==> src/rtl/wb_arbiter.sv <==
// Writeback arbiter: merges ALU/LSU/MDU completions into one registered RF write port.
// Latency 1 cycle transfer->rf_wen; readies are combinational from valids and starvation counters.
module wb_arbiter #(
  parameter int unsigned STARVE_LIMIT = 4
) (
  input  logic        clk,
  input  logic        rst,
  input  logic        alu_valid,
  output logic        alu_ready,
  input  logic [4:0]  alu_rd,
  input  logic [31:0] alu_data,
  input  logic        lsu_valid,
  output logic        lsu_ready,
  input  logic [4:0]  lsu_rd,
  input  logic [31:0] lsu_data,
  input  logic        mdu_valid,
  output logic        mdu_ready,
  input  logic [4:0]  mdu_rd,
  input  logic [31:0] mdu_data,
  output logic        rf_wen,
  output logic [4:0]  rf_waddr,
  output logic [31:0] rf_wdata,
  input  logic [4:0]  byp_raddr1,
  input  logic [4:0]  byp_raddr2,
  output logic        byp_hit1,
  output logic        byp_hit2,
  output logic [31:0] byp_data1,
  output logic [31:0] byp_data2
);

  localparam logic [3:0] LIMIT = 4'(STARVE_LIMIT);

  logic [3:0]  lsu_cnt, mdu_cnt;
  logic        lsu_starved, mdu_starved;
  logic        xfer;
  logic [4:0]  win_rd;
  logic [31:0] win_data;

  function automatic logic [3:0] next_cnt(input logic valid, input logic granted,
                                          input logic [3:0] cnt);
    if (!valid || granted) return 4'd0;
    if (cnt == LIMIT)      return LIMIT;
    return cnt + 4'd1;
  endfunction

  // Starved requesters pre-empt the ALU; MDU outranks LSU when both are starved.
  always_comb begin
    alu_ready   = 1'b0;
    lsu_ready   = 1'b0;
    mdu_ready   = 1'b0;
    mdu_starved = mdu_valid && (mdu_cnt == LIMIT);
    lsu_starved = lsu_valid && (lsu_cnt == LIMIT);
    if (!rst) begin
      if (mdu_starved)      mdu_ready = 1'b1;
      else if (lsu_starved) lsu_ready = 1'b1;
      else if (alu_valid)   alu_ready = 1'b1;
      else if (lsu_valid)   lsu_ready = 1'b1;
      else if (mdu_valid)   mdu_ready = 1'b1;
    end
  end

  always_comb begin
    xfer     = alu_ready | lsu_ready | mdu_ready;
    win_rd   = 5'd0;
    win_data = 32'd0;
    if (alu_ready) begin
      win_rd   = alu_rd;
      win_data = alu_data;
    end else if (lsu_ready) begin
      win_rd   = lsu_rd;
      win_data = lsu_data;
    end else if (mdu_ready) begin
      win_rd   = mdu_rd;
      win_data = mdu_data;
    end
  end

  always_ff @(posedge clk) begin
    if (rst) begin
      lsu_cnt <= 4'd0;
      mdu_cnt <= 4'd0;
    end else begin
      lsu_cnt <= next_cnt(lsu_valid, lsu_ready, lsu_cnt);
      mdu_cnt <= next_cnt(mdu_valid, mdu_ready, mdu_cnt);
    end
  end

  // x0 writes are accepted but leave address/data untouched.
  always_ff @(posedge clk) begin
    if (rst) begin
      rf_wen   <= 1'b0;
      rf_waddr <= 5'd0;
      rf_wdata <= 32'd0;
    end else begin
      rf_wen <= xfer && (win_rd != 5'd0);
      if (xfer && (win_rd != 5'd0)) begin
        rf_waddr <= win_rd;
        rf_wdata <= win_data;
      end
    end
  end

  assign byp_hit1  = rf_wen && (byp_raddr1 == rf_waddr) && (byp_raddr1 != 5'd0);
  assign byp_hit2  = rf_wen && (byp_raddr2 == rf_waddr) && (byp_raddr2 != 5'd0);
  assign byp_data1 = byp_hit1 ? rf_wdata : 32'd0;
  assign byp_data2 = byp_hit2 ? rf_wdata : 32'd0;

endmodule

==> config.mk <==
export PLATFORM = sky130hd
export DESIGN_NAME = wb_arbiter
export DESIGN_NICKNAME = d
export VERILOG_FILES = /design/src/rtl/wb_arbiter.sv
export SDC_FILE = /design/constraint.sdc
export NUM_CORES = 1
export LEC_CHECK = 0
export ABC_AREA = 1
export ABC_CLOCK_PERIOD_IN_PS = 2300
export CORE_MARGIN = 2
export CORE_UTILIZATION = 36
export CTS_BUF_LIST = sky130_fd_sc_hd__clkbuf_8
export DETAILED_ROUTE_END_ITERATION = 8
export PLACE_DENSITY = 0.84
export SYNTH_ARGS = -nofsm -noshare
export SYNTH_HDL_FRONTEND = slang
export SYNTH_SLANG_ARGS = --single-unit
==> constraint.sdc <==
create_clock -name clk -period 2.3 [get_ports clk]
set_clock_uncertainty 0.1 [all_clocks]
set_input_delay 0.46 -clock clk [delete_from_list [all_inputs] [get_ports clk]]
set_output_delay 0.46 -clock clk [all_outputs]
set_load 0.005 [all_outputs]
Word-level counts from Yosys, hierarchy flattened

Cells that the tools add are included.

Word-level logic and storage cells: 68
Bits in registers: 46
Output and inout port bits: 107
Bits of input ports: 126

$add $sub $neg: 2
Reduce and logical (&&, ||, !) cells: 14
Equal/unequal tests: 4
Muxes and demuxes: 41
Bitwise logic cells: 2

Operator list:

| operator              | number |
|---|---|
| $mux W32              | 5 |
| $mux W4               | 8 |
| $mux W1               | 25 |
| $mux W5               | 3 |
| $reduce_bool A5 Y1    | 3 |
| $eq A5 B5 Y1          | 2 |
| $add A4 B1 Y4 const B | 2 |
| $eq A4 B3 Y1 const B  | 2 |
| $logic_and A1 B1 Y1   | 7 |
| $logic_not A1 Y1      | 2 |
| $logic_or A1 B1 Y1    | 2 |
| $or A1 B1 Y1          | 2 |

Longest topological paths before layout

Depth in word-level cells: 13
Depth in mapped cells: 14
Mapped depth without buffers: 13

Least setup slack after synthesis

Ideal clock, no wire load.

Path kind: flip-flop to flip-flop
Start: register mdu_cnt[0]
End: register rf_wdata[10]
Buffers on the path: 2
Period minus slack after synthesis: 1.923 ns
Path slack: 0.377 ns
Arrival time: 1.711 ns
Setup time: 0.113 ns
Data required time: 2.087 ns
Cell stages (with the launch flop): 15
Path through: dfxtp_1 -> inv_1 -> ha_1 -> nand4_1 -> nand2_1 -> nand2_1 -> inv_2 -> nand2_1 -> nand3_2 -> nor2_2 -> buf_2 -> buf_6 -> nand4_1 -> nand2_1 -> nor2_1

Cells in the longest elaborated chain, start to end: 9
Elaborated cells between the ends (all ways): 18
Those cells by class: 1 x eq/ne; 12 x mux; 2 x bitwise; 3 x reduce/logical

Ends and longest elaborated chain:

| item                     | RTL line | text |
|---|---|---|
| start: declaration       | 33       | `logic [3:0] lsu_cnt, mdu_cnt;` |
| start signal: assignment | 84       | `mdu_cnt <= next_cnt(mdu_valid, mdu_ready, mdu_cnt);` |
| $eq A4 B3 Y1 (*)         | 51       | `mdu_starved = mdu_valid && (mdu_cnt == LIMIT);` |
| $logic_and A1 B1 Y1 (*)  | 51       |  |
| $mux W1                  | 54       | `if (mdu_starved) mdu_ready = 1'b1;` |
| $mux W1                  | 53       | `if (!rst) begin` |
| $mux W5                  | 72       | `end else if (mdu_ready) begin` |
| $mux W5                  | 69       | `end else if (lsu_ready) begin` |
| $mux W5                  | 66       | `if (alu_ready) begin` |
| $reduce_bool A5 Y1       | 96       | `if (xfer && (win_rd != 5'd0)) begin` |
| $logic_and A1 B1 Y1      | 96       |  |
| end signal: assignment   | 98       | `rf_wdata <= win_data;` |
| end: declaration         | 22       | `output logic [31:0] rf_wdata,` |

Every way passes the cells marked *; elsewhere a longest branch is shown, timed or not.
A chain may end at the register's enable or synchronous reset.

Worst setup path after layout

Start: register rf_waddr[3]
End: output port byp_data2[25]

Cells in the longest elaborated chain, start to end: 4

Ends and longest elaborated chain:

| item                             | RTL line | text |
|---|---|---|
| start: declaration               | 21       | `output logic [4:0] rf_waddr,` |
| start signal: assignment         | 97       | `rf_waddr <= win_rd;` |
| $eq A5 B5 Y1                     | 104      | `assign byp_hit2 = rf_wen && (byp_raddr2 == rf_waddr) && (byp_raddr2 != 5'd0);` |
| $logic_and A1 B1 Y1 (2 in a row) | 104      |  |
| $mux W32                         | 106      | `assign byp_data2 = byp_hit2 ? rf_wdata : 32'd0;` |
| end: declaration                 | 28       | `output logic [31:0] byp_data2` |

No other way between the ends.

==> impl_metrics.yaml <==
run_status:
  run_status: "finished with violations"
  violations: "setup timing"
detailed_routing:
  first_pass_iters: 5
  drc: 0
  vias: 4670
  drt-total-wl_um: 14900
  ant_nets: 0
  routed_via_density: 5.03
  drt_iter0_drc: 219
  wl_per_cell_um: 16.1
worst_setup_path:
  path_cells: "nor4_4 > o21ai_1 > o211ai_1 > nor2_1 > buf_4 > inv_6 > buf_8 > clkbuf_16 > nor2_1 > buf_2"
  critPathLaunch: "rf_waddr[3]"
  reg2reg_from: "mdu_cnt[1]"
  max_stage_delay_ns: 0.38
  critical_path_class: "reg -> out"
  arrival_ns: 1.96
  regToRegSetupSlack_ns: 0.13
  crit_top_cell: "nor2_1"
  cp.required_ns: 1.74
  rr_worst_depth: 14
  cp-start-kind: "flop"
  worst_setup_path_end_kind: "output pin"
  critPathSlowestCell: "dfxtp_4"
  critPathCapture: "byp_data2[25]"
  r2r-end: "rf_wdata[19]"
  cp_max_fo: 5
final_layout:
  fin_cells: 928
  finalNetCount: 950
  n_fill_cell: 725
  final_layout_size_suffix_gt1_share_pct: 25.7
  diodes: 0
  syn_to_final_growth_pct: 95.3
clock_tree:
  cts_tree: "yes"
  clk_transition_reported_paths_ns: 0.08
  h-tree-depth: 2
  clock_latency_ns: 0.29
  clock_path_buffers: 2
  root_buffer: "clkbuf_8"
  cts_made_buffers: 5
  clock-sinks: 46
  cts_hold_buf: 0
floorplan:
  start_util_pct: 37.1
  die_h_um: 98.5
  placementRows: 34
  die_w_um: 98.5
  num_io_pins: 233
  core_um2: 8680
  dieArea_um2: 9700
placed_design:
  dp_hpwl_um: 10400
  place.gp.congestion: 0.936
  portBuffers: 232
  dp.cells: 901
sta:
  layout_worst_path_cycle_share_pct: 110
  max_freq_mhz: 396
  min_period_ns: 2.52
  setup_violations: 64
  worst_slack_ns: -0.224
  whs_ns: 0.316
  fin_setup_tns_ns: -7.67
  final-hold-violation-count: 0
  tightestPinTransition_ns: 0.419
  slew_headroom_pct: 72.0
  slew_violations: 0
  rsz0062_at_grt: "yes"
global_route:
  grt_max_degree: 25
  grt_antenna_before_repair: 0
  overflow: 0
  track_usage_pct: 28.7
  grt_pass1_vias: 4578
  grt_pass1_wl_um: 22600
synthesis:
  ys_seq_elements: 46
  async_reset_ff_share_pct: 0
  synth-edff-count: 0
  synth_top_cell_area_share_pct: 28.6
  ys_types: 33
  synth_flop_cell: "dfxtp_1"
  synth_most_common_cell: "nand2_1"
  syn-num-nets: 688
  syn_area_um2: 3220
  yosys-top-cells-count: "nand2_1 (153), nor2_1 (148), inv_1 (52)"
  ys_seq_area_share_pct: 28.6
  synth_area_leaders: "dfxtp_1 (29%), nand2_1 (18%), nor2_1 (17%)"
  synth_cells: 558
  synth.largest_area_cell: "dfxtp_1"
  syn_area_per_cell_um2: 5.76
  yosys_warnings: 0
worst_hold_path:
  min_path_type: "reg -> reg"
flow_run:
  maxCapViolations: 0
pwr:
  cellPowerDensity_nw_per_um2: 417
  p_leak_nw: 2.84
  ir_drop_mv: 0.230
[worst max-delay path: cells and delay by family (launching register included)]
kind | cells | cell delay [ns]
simple gates | 3 | 0.45
buf+inv | 5 | 0.61
flops | 1 | 0.38
compound gates | 2 | 0.22
[registers in the layout, indices dropped and copies added (netlist names)]
signal    cells
lsu_cnt       4
mdu_cnt       4
rf_wen        1
rf_waddr      5
rf_wdata     32
[worst min path at each step]
| stage | startpoint | endpoint | slack (ns) | depth (start not counted) |
|---|---|---|---|---|
| 6_report | mdu_cnt[0] | mdu_cnt[0] | 0.32 | 1 |
| 5_1_grt | mdu_cnt[0] | mdu_cnt[0] | 0.33 | 1 |
| 4_1_cts | lsu_cnt[0] | lsu_cnt[0] | 0.33 | 1 |
| 3_5_place_dp | lsu_cnt[0] | lsu_cnt[0] | 0.36 | 1 |
| 3_3_place_gp | mdu_cnt[0] | mdu_cnt[0] | 0.34 | 1 |
| 2_1_floorplan | mdu_cnt[0] | mdu_cnt[0] | 0.33 | 1 |
[through the flow]
stage          utilization (%)  power [mW]  setup slack (ns)  instance area [um^2]
2_1_floorplan                -        1.40             0.377                  3220
3_3_place_gp              67.6        1.98            -0.539                  5860
3_5_place_dp              67.6        2.00            -0.645                  5860
4_1_cts                   69.5        2.52            -0.146                  6030
5_1_grt                   72.4        2.77            -0.294                  6280
6_report                  72.4        2.62            -0.224                  6280
[logic make-up after synthesis]
kind of cell | count (synthesis) | synth area share, %
buf+inv | 90 | 11.9
compound gates | 10 | 2.18
xor+xnor | 7 | 1.91
simple gates | 401 | 53.8
fa+ha+maj | 4 | 1.56
flops | 46 | 28.6
[power by group]
group	total, mW	switching, mW	internal (mW)	leakage, nW
clock network	0.459	0.258	0.201	0.0466
registers	0.938	0.0561	0.882	0.383
logic	1.22	0.578	0.645	2.41
total	2.62	0.892	1.73	2.84
[routing by layer]
metal / share of wire, % / track usage (%) / wire length [um] / vias to the layer above
li1: - / - / - / 2277
met4: 2.2 / 7.27 / 325 / 0
met5: 0 / 0 / 0 / -
met2: 53 / 54.7 / 7850 / 199
met1: 38 / 32.9 / 5670 / 2168
met3: 7.0 / 4.89 / 1050 / 26
[layout by cell type, fill, tap and decap left out, types with 12 or more instances in the layout]
cell / instances
inv_1: 49
nor2_1: 106
buf_4: 35
nor2_4: 27
dfxtp_1: 39
nand4_1: 39
clkdlybuf4s50_1: 150
dlygate4sd2_1: 12
buf_2: 54
nor2_2: 18
nand3_1: 43
nand2_1: 149
[cell type report]
class / instances / area (um^2) / share of cell area [%]
timing repair buffer: 289 / 2660 / 42.4
multi-input combinational: 422 / 2250 / 35.8
sequential: 46 / 937 / 14.9
inverter: 56 / 223 / 3.55
tap: 108 / 135 / 2.15
clock buffer: 5 / 68.8 / 1.10
clock inverter: 2 / 7.51 / 0.120
[timing repair]
action | in CTS | in global routing
gates cloned | 3 | 4
resized for setup | 323 | 80
setup endpoints to repair | 71 | 104
pin swaps | 15 | 25
buffers inserted | 14 | 9
(Power assumes the default switching activity.)
